--- config.mk ---
export PLATFORM = sky130hd
export DESIGN_NAME = jt900h_prefetch
export DESIGN_NICKNAME = d
export VERILOG_FILES = /design/src/rtl/jt900h_prefetch.sv
export SDC_FILE = /design/constraint.sdc
export NUM_CORES = 1
export LEC_CHECK = 0
export ABC_AREA = 1
export CORE_AREA = 2 2 140 142
export DETAILED_ROUTE_END_ITERATION = 6
export DIE_AREA = 0 0 142 144
export PLACE_DENSITY = 0.78
export SYNTH_ARGS = -nofsm -noshare
export SYNTH_HDL_FRONTEND = slang
export SYNTH_SLANG_ARGS = --single-unit
export TNS_END_PERCENT = 30
--- constraint.sdc ---
create_clock -name clk -period 4.5 [get_ports clk]
set_input_delay 0.675 -clock clk [delete_from_list [all_inputs] [get_ports clk]]
set_output_delay 0.675 -clock clk [all_outputs]
set_load 0.02 [all_outputs]
--- src/rtl/jt900h_prefetch.sv ---
// Instruction prefetch queue for the jt900h core.
// Fetches little-endian 16-bit words from RAM ahead of the program counter,
// keeps them in a circular byte queue, and presents the oldest four bytes
// to the decoder. A flush restarts fetching at any byte address, odd included.
//
// RAM handshake: ram_cs is a registered request that stays high with
// ram_addr stable until a cen edge samples ram_ok=1. That edge captures
// ram_dout and completes the transfer. Dropping ram_cs without ram_ok, as
// happens on a flush, abandons the request.
module jt900h_prefetch #(
    parameter int DEPTH = 8
) (
    input  logic        clk,
    input  logic        rst_n,
    input  logic        cen,
    input  logic        flush,
    input  logic [23:0] flush_addr,
    input  logic [2:0]  fetched,
    output logic [23:0] ram_addr,
    output logic        ram_cs,
    input  logic [15:0] ram_dout,
    input  logic        ram_ok,
    output logic [31:0] op,
    output logic [3:0]  avail,
    output logic        op_ok,
    output logic [23:0] pc
);

    localparam int AW = $clog2(DEPTH);
    localparam int CW = $clog2(DEPTH + 1);
    localparam logic [CW-1:0] DEPTH_C = CW'(DEPTH);

    typedef enum logic {
        IDLE = 1'b0,
        REQ  = 1'b1
    } state_t;

    state_t          state, state_nx;
    logic [7:0]      mem [DEPTH];
    logic [AW-1:0]   rd, wr;
    logic [CW-1:0]   cnt, cnt_nx;
    logic [23:0]     faddr, faddr_nx;
    logic [CW-1:0]   deq;
    logic [1:0]      enq;
    logic            cap;
    logic [CW-1:0]   space_now, space_nx;
    logic            room_now, room_nx;

    assign ram_addr = {faddr[23:1], 1'b0};
    assign ram_cs   = (state == REQ);
    assign avail    = 4'(cnt);
    assign op_ok    = (cnt >= CW'(4));

    // Next-state, consume clamp and fill accounting.
    always_comb begin
        deq       = (CW'(fetched) > cnt) ? cnt : CW'(fetched);
        cap       = (state == REQ) && ram_ok;
        enq       = 2'd0;
        if (cap) enq = faddr[0] ? 2'd1 : 2'd2;
        cnt_nx    = cnt + CW'(enq) - deq;
        faddr_nx  = faddr + 24'(enq);
        space_now = DEPTH_C - cnt;
        space_nx  = DEPTH_C - cnt_nx;
        // An odd fetch address only needs room for the upper byte.
        room_now  = faddr[0]    ? (space_now >= CW'(1)) : (space_now >= CW'(2));
        room_nx   = faddr_nx[0] ? (space_nx  >= CW'(1)) : (space_nx  >= CW'(2));
        state_nx  = state;
        case (state)
            IDLE: if (room_now) state_nx = REQ;
            REQ:  if (cap) state_nx = room_nx ? REQ : IDLE;
            default: state_nx = IDLE;
        endcase
        if (flush) state_nx = IDLE;
    end

    // State, pointers, counters and addresses; flush overrides everything.
    always_ff @(posedge clk or negedge rst_n) begin
        if (!rst_n) begin
            state <= IDLE;
            rd    <= '0;
            wr    <= '0;
            cnt   <= '0;
            pc    <= '0;
            faddr <= '0;
        end else if (cen) begin
            state <= state_nx;
            if (flush) begin
                rd    <= '0;
                wr    <= '0;
                cnt   <= '0;
                pc    <= flush_addr;
                faddr <= flush_addr;
            end else begin
                rd    <= rd + AW'(deq);
                wr    <= wr + AW'(enq);
                pc    <= pc + 24'(deq);
                cnt   <= cnt_nx;
                faddr <= faddr_nx;
            end
        end
    end

    // Byte storage; contents are don't-care until counted valid.
    always_ff @(posedge clk) begin
        if (cen && !flush && cap) begin
            if (faddr[0]) begin
                mem[wr] <= ram_dout[15:8];
            end else begin
                mem[wr]         <= ram_dout[7:0];
                mem[wr + AW'(1)] <= ram_dout[15:8];
            end
        end
    end

    // Head bytes, zeroed at and beyond the valid count.
    always_comb begin
        op = '0;
        for (int i = 0; i < 4; i++) begin
            if (CW'(i) < cnt) op[8*i +: 8] = mem[rd + AW'(i)];
        end
    end

endmodule

==> results of run 1 <==
==> logic make-up (layout without fill, tap and decap cells) <==
family,Yosys count,in the layout,synth area share (%)
adder cells (fa/ha/maj),30,30,4.510
buffers and inverters,194,299,10.09
XOR/XNOR,23,23,2.322
flip-flops,123,123,36.45
AO/OA/AOI/OAI,274,274,17.22
other,1,2,0.04022
AND/OR/NAND/NOR,564,564,26.90
multiplexers,23,23,2.469
==> metal layers <==
| layer | up-vias | wire, um | GRT usage [%] | share of wire (%) |
|---|---|---|---|---|
| met5 | - | 0 | 0 | 0 |
| met4 | 0 | 424 | 7.737 | 1.6 |
| met3 | 39 | 2189 | 4.503 | 8.2 |
| met2 | 444 | 12390 | 42.64 | 46 |
| met1 | 4118 | 11810 | 37.28 | 44 |
| li1 | 4270 | - | - | - |
==> path summary, 6_finish.rpt <==
| kind | start | end | slack, ns | cells after the start |
|---|---|---|---|---|
| hold / removal | rst_n | avail[2] | 0.35 | 1 |
| setup reg to reg | avail[1] | ram_cs | 0.66 | 16 |
| max in group asynchronous | rst_n | faddr[13] | 3.27 | 2 |
| min in group clk | pc[23] | pc[23] | 0.56 | 2 |
| hold reg to reg | pc[23] | pc[23] | 0.56 | 2 |
| setup / recovery | rd[0] | op[27] | 0.42 | 7 |
==> stage by stage <==
stage | cell area, sq um | hold slack [ns] | cells | total power, mW
after global routing | 11110 | 0.4101 | 1576 | 6.624
after floorplan | 9326 | 0.3794 | 1233 | 3.874
after detailed placement | 10560 | 0.5443 | 1544 | 4.934
final | 11110 | 0.3485 | 1576 | 6.232
after CTS | 11110 | 0.3704 | 1576 | 6.200
after global placement | 10560 | 0.5286 | 1544 | 4.870
==> worst max-delay path, cell delays in order, from the launching register on <==
cell             delay (ns)
dfrtp_2                0.40
inv_2                  0.42
ha_1                   0.34
inv_1                  0.68
o21ai_0                0.20
a21oi_1                0.17
o21a_1                 0.16
clkdlybuf4s50_1        0.60
==> placed cells by master, fill, tap and decap left out, types with 6 or more instances in the layout <==
| cell | netlist | routed |
|---|---|---|
| o21bai_1 | 11 | 11 |
| nor2_1 | 56 | 56 |
| clkdlybuf4s50_1 | 0 | 131 |
| mux2i_1 | 23 | 23 |
| o211ai_1 | 17 | 17 |
| nor3_1 | 10 | 10 |
| fa_1 | 6 | 6 |
| o22ai_1 | 27 | 27 |
| or2_2 | 29 | 29 |
| nor2_2 | 9 | 9 |
| nand3_1 | 71 | 71 |
| nand4_1 | 6 | 6 |
| clkbuf_16 | 0 | 19 |
| ha_1 | 24 | 24 |
| edfxtp_1 | 64 | 64 |
| clkbuf_1 | 19 | 6 |
| buf_4 | 27 | 10 |
| o21ai_1 | 75 | 75 |
| a21oi_1 | 59 | 59 |
| dfrtp_1 | 59 | 58 |
| nand3b_1 | 8 | 8 |
| o21ai_0 | 62 | 62 |
| inv_1 | 119 | 119 |
| xor2_1 | 16 | 16 |
| nand2_1 | 356 | 356 |
| nand2_4 | 9 | 9 |
| a21oi_4 | 8 | 8 |
==> sequential cells by signal (all words and copies together) (netlist names) <==
name    flops
avail       4
faddr      24
mem        64
pc         24
ram_cs      1
rd          3
wr          3
==> power breakdown <==
part	internal (mW)	switching, mW
Sequential	1.31	0.171
Combinational	1.38	2.10
Clock	0.779	0.488
Total	3.47	2.76
==> layout make-up <==
| type | count | area share, % |
|---|---|---|
| Multi-Input combinational cell | 916 | 44.90 |
| Sequential cell | 123 | 30.61 |
| Timing Repair Buffer | 142 | 12.53 |
| Clock buffer | 26 | 4.607 |
| Inverter | 125 | 4.371 |
| Tap cell | 238 | 2.681 |
| Clock inverter | 6 | 0.3042 |
==> flow_metrics.tcl, run 1 <==
set metrics [dict create \
    outcome "complete, no violations" \
    wl_per_cell_um 17.01 \
    post-place-ws_ns 0.07719 \
    core-area_sq_um 19080 \
    num_vias 8871 \
    synth_edf_count 64 \
    relSlewSlack_pct 32.80 \
    gp_congestion 0.9119 \
    synth-seq-cells 123 \
    synth_common_cells "nand2_1 (356), inv_1 (119), o21ai_1 (75)" \
    clock-sinks 123 \
    cts_made_buffers 17 \
    synth_top_cell_by_area "edfxtp_1" \
    cts_buffer_depth 2 \
    fin_util_pct 58.21 \
    worst_pin_slew_ns 1.001 \
    worst-path-max-fanout 37 \
    ir_drop_v 0.0002824 \
    hold_buffers 0 \
    avgSynthCellArea_sq_um 7.567 \
    vias_per_cell 5.629 \
    antenna_found_initial 0 \
    clkTransAtPathRegs_ns 0.06 \
    tns_ns 0 \
    register_area_sq_um 3400 \
    synth_area_leaders "edfxtp_1 (21%), dfrtp_1 (16%), nand2_1 (14%)" \
    finalCritPeriodShare_pct 90.68 \
    multiInputGateArea_sq_um 4987 \
    final-hold-violation-count 0 \
    crit_arrival_ns 3.41 \
    dieArea_sq_um 20450 \
    clockRootBuffer "clkbuf_16" \
    end_kind "primary output" \
    layout.nets 1403 \
    num_rows 51 \
    drive_above_1_share_pct 8.146 \
    yosysSeqAreaShare_pct 36.45 \
    dpl.hpwl_um 20030 \
    synth_area_sq_um 9323 \
    yosys_warnings 0 \
    htree_num_levels 4 \
    setup_violations 0 \
    syn_inst 1232 \
    drt_pass1_iterations 6 \
    area_delta_synth_final_pct 19.14 \
    drc 0 \
    ys.flop_type "edfxtp_1" \
    grt_max_degree 73 \
    cts_setup_buffers 0 \
    die_h_um 144 \
    antenna_cells 0 \
    period_needed_ns 4.081 \
    setup_ws_ns 0.4193 \
    rsz0062_at_grt "no" \
    hp-class "in2async" \
    power.density_nw_per_um2 561.1 \
    max_cap_viol_count 0 \
    cts_resized 0 \
    yosysMostFrequentCell "nand2_1" \
    max_freq_mhz 245.1 \
    required_ns 3.83 \
    synth_cell_types 51 \
    insertion_delay_ns 0.42 \
    first_iter_violations 873 \
    ios 134 \
    cts_tree "built" \
    drv_slew 0 \
    worstSetupStartpointType "register" \
    fill_cells 1704 \
    grt_pass1_vias 8071 \
    p_leak_nw 4.898 \
    gr-total-overflow 0 \
    fin_skew_ns 0.01067 \
    async_reset_ff_share_pct 47.97 \
    wl_um 26810 \
    final_antenna_net_count 0 \
    grt_pass1_wl_um 42660 \
    port_buffers 132 \
    synth_top_area_share_pct 20.61 \
    floorplan.initialDensity_pct 48.86 \
    crit_type "reg2out" \
    dieWidth_um 142 \
    grtUsageTotal_pct 26.62 \
]
Note: power is estimated with default switching activity, not from simulation.
==> run 2, diff against run 1 <==
--- a/config.mk
+++ b/config.mk
@@ -6,10 +6,11 @@
 export NUM_CORES = 1
 export LEC_CHECK = 0
 export ABC_AREA = 1
-export CORE_AREA = 2 2 140 142
+export CORE_AREA = 2 2 144 146
+export CTS_CLUSTER_DIAMETER = 50
 export DETAILED_ROUTE_END_ITERATION = 6
-export DIE_AREA = 0 0 142 144
-export PLACE_DENSITY = 0.78
+export DIE_AREA = 0 0 146 148
+export PLACE_DENSITY = 0.7
 export SYNTH_ARGS = -nofsm -noshare
 export SYNTH_HDL_FRONTEND = slang
 export SYNTH_SLANG_ARGS = --single-unit
==> run 2 against run 1 <==
Against the previous run:
- via count is 2.1% lower
- clock power up 13%
- first-iteration DRC count is 18% lower
- largest power group unchanged
- combinational power down 1%
- critical path type is now in2reg
- cell count up 2.1%
==> flow_metrics.tcl, run 2 (synthesis gave the netlist of run 1 again) <==
set metrics [dict create \
    antenna_found_initial 0 \
    tns_ns 0 \
    worstSetupStartpointType "primary input" \
    floorplan.initialDensity_pct 46.52 \
    hold_buffers 0 \
    largest_reg_flops 64 \
    fin_skew_ns 0.01048 \
    area_delta_synth_final_pct 20.59 \
    cts_made_buffers 17 \
    worst_pin_slew_ns 0.8967 \
    max_freq_mhz 249.8 \
    path_cells "clkdlybuf4s50_1 > inv_1 > ha_1 > inv_1 > o21bai_1 > nand2_1 > o21ai_0 > inv_1 > fa_1 > fa_1 > ha_1 > nor3_1 > nand2_1 > nor2_1 > nand3_1 > nand2_1 > nand2_1" \
    drt_pass1_iterations 6 \
    reg2reg_slack_ns 0.61 \
    ios 134 \
    num_rows 52 \
    drv_slew 0 \
    vias_per_cell 5.398 \
    dieWidth_um 146 \
    cpMostUsedCell "nand2_1" \
    grtUsageTotal_pct 24.61 \
    register_area_sq_um 3400 \
    hp-class "in2async" \
    port_buffers 132 \
    num_vias 8685 \
    final-hold-violation-count 0 \
    antenna_cells 0 \
    clkTransAtPathRegs_ns 0.06 \
    wl_per_cell_um 16.34 \
    multiInputGateArea_sq_um 4987 \
    crit_type "in2reg" \
    reg_top3 "mem: 64 flops, faddr: 24 flops, pc: 24 flops" \
    drc 0 \
    htree_num_levels 4 \
    wl_um 26300 \
    cts_resized 0 \
    p_leak_nw 4.948 \
    mostFrequentLayoutCells "nand2_1 (356), clkdlybuf4s50_1 (131), inv_1 (119)" \
    regMostFlops "mem" \
    first_iter_violations 717 \
    power.density_nw_per_um2 565.2 \
    ir_drop_v 0.0002738 \
    max_cap_viol_count 0 \
    gp_congestion 0.8686 \
    dpl.hpwl_um 19880 \
    worst-path-max-fanout 6 \
    layout.nets 1404 \
    crit_arrival_ns 4.32 \
    grt_pass1_wl_um 42430 \
    cts_setup_buffers 0 \
    final_common_cell "nand2_1" \
    grt_max_degree 73 \
    drive_above_1_share_pct 8.514 \
    crit_buf_inv 4 \
    fill_cells 1891 \
    clock-sinks 123 \
    cts_tree "built" \
    max_stage_delay_ns 0.65 \
    required_ns 4.82 \
    final_antenna_net_count 0 \
    cts_buffer_depth 2 \
    dieArea_sq_um 21610 \
    r2r_end "ram_cs" \
    setup_violations 0 \
    fin_util_pct 56.10 \
    gr-total-overflow 0 \
    finalCritPeriodShare_pct 88.96 \
    timing.rr.start "avail[1]" \
    insertion_delay_ns 0.43 \
    clockRootBuffer "clkbuf_16" \
    worst_path_max_delay_cell "fa_1" \
    end_kind "register" \
    relSlewSlack_pct 39.82 \
    cp_top_family "adder cells" \
    core-area_sq_um 20040 \
    outcome "complete, no violations" \
    grt_pass1_vias 7978 \
    rsz0062_at_grt "no" \
    die_h_um 148 \
    reg2regPathDepth 16 \
    period_needed_ns 4.003 \
]
-- run 2: cell types whose count changed in the layout (fill, tap and decap cells not counted) --
cell | before | now
inv_4 | 1 | 4
clkbuf_8 | 1 | 2
clkinv_2 | 5 | 2
clkbuf_1 | 6 | 2
buf_4 | 10 | 11
clkbuf_16 | 19 | 20
bufinv_16 | 0 | 2
-- run 2: final cells by class --
class,instances,area share [%]
clock buffers,24,4.764
repair buffers,143,12.44
clock inverters,8,0.8681
inverters,125,4.318
well taps,270,3.005
multi-input cells,916,44.36
flip-flops and latches,123,30.24
-- run 2: per-stage QoR --
step / hold slack, ns / total power, mW / std cells / cell area [sq um] / worst slack [ns]
2_1_floorplan: 0.3794 / 3.874 / 1233 / 9326 / 0.7027
3_5_place_dp: 0.5251 / 4.901 / 1577 / 10610 / 0.09703
4_1_cts: 0.2940 / 6.348 / 1609 / 11240 / 0.5208
6_report: 0.2837 / 6.354 / 1609 / 11240 / 0.4970
3_3_place_gp: 0.5327 / 4.855 / 1577 / 10610 / 0.1585
5_1_grt: 0.3270 / 6.786 / 1609 / 11240 / 0.2242
-- run 2: worst max path at each step --
| stage | startpoint | endpoint | slack [ns] | depth (start not counted) |
|---|---|---|---|---|
| 6_report | fetched[2] | ram_cs | 0.50 | 17 |
| 5_1_grt | fetched[2] | ram_cs | 0.22 | 17 |
| 4_1_cts | fetched[2] | ram_cs | 0.52 | 17 |
| 3_5_place_dp | fetched[2] | ram_cs | 0.1 | 17 |
| 3_3_place_gp | fetched[2] | ram_cs | 0.16 | 17 |
| 2_1_floorplan | avail[1] | ram_cs | 0.70 | 16 |
-- run 2: layer usage --
layer	up-vias	global-route usage [%]	part of all wire, %
met5	-	0	0
met4	0	6.117	1.2
met3	27	4.321	6.8
met2	338	37.90	45
met1	4041	36.08	47
li1	4279	-	-
-- run 2: where the power goes --
part / internal [mW] / total, mW / switching (mW)
clock network: 0.944 / 1.44 / 0.499
logic: 1.38 / 3.43 / 2.05
registers: 1.31 / 1.48 / 0.171
total: 3.64 / 6.35 / 2.72
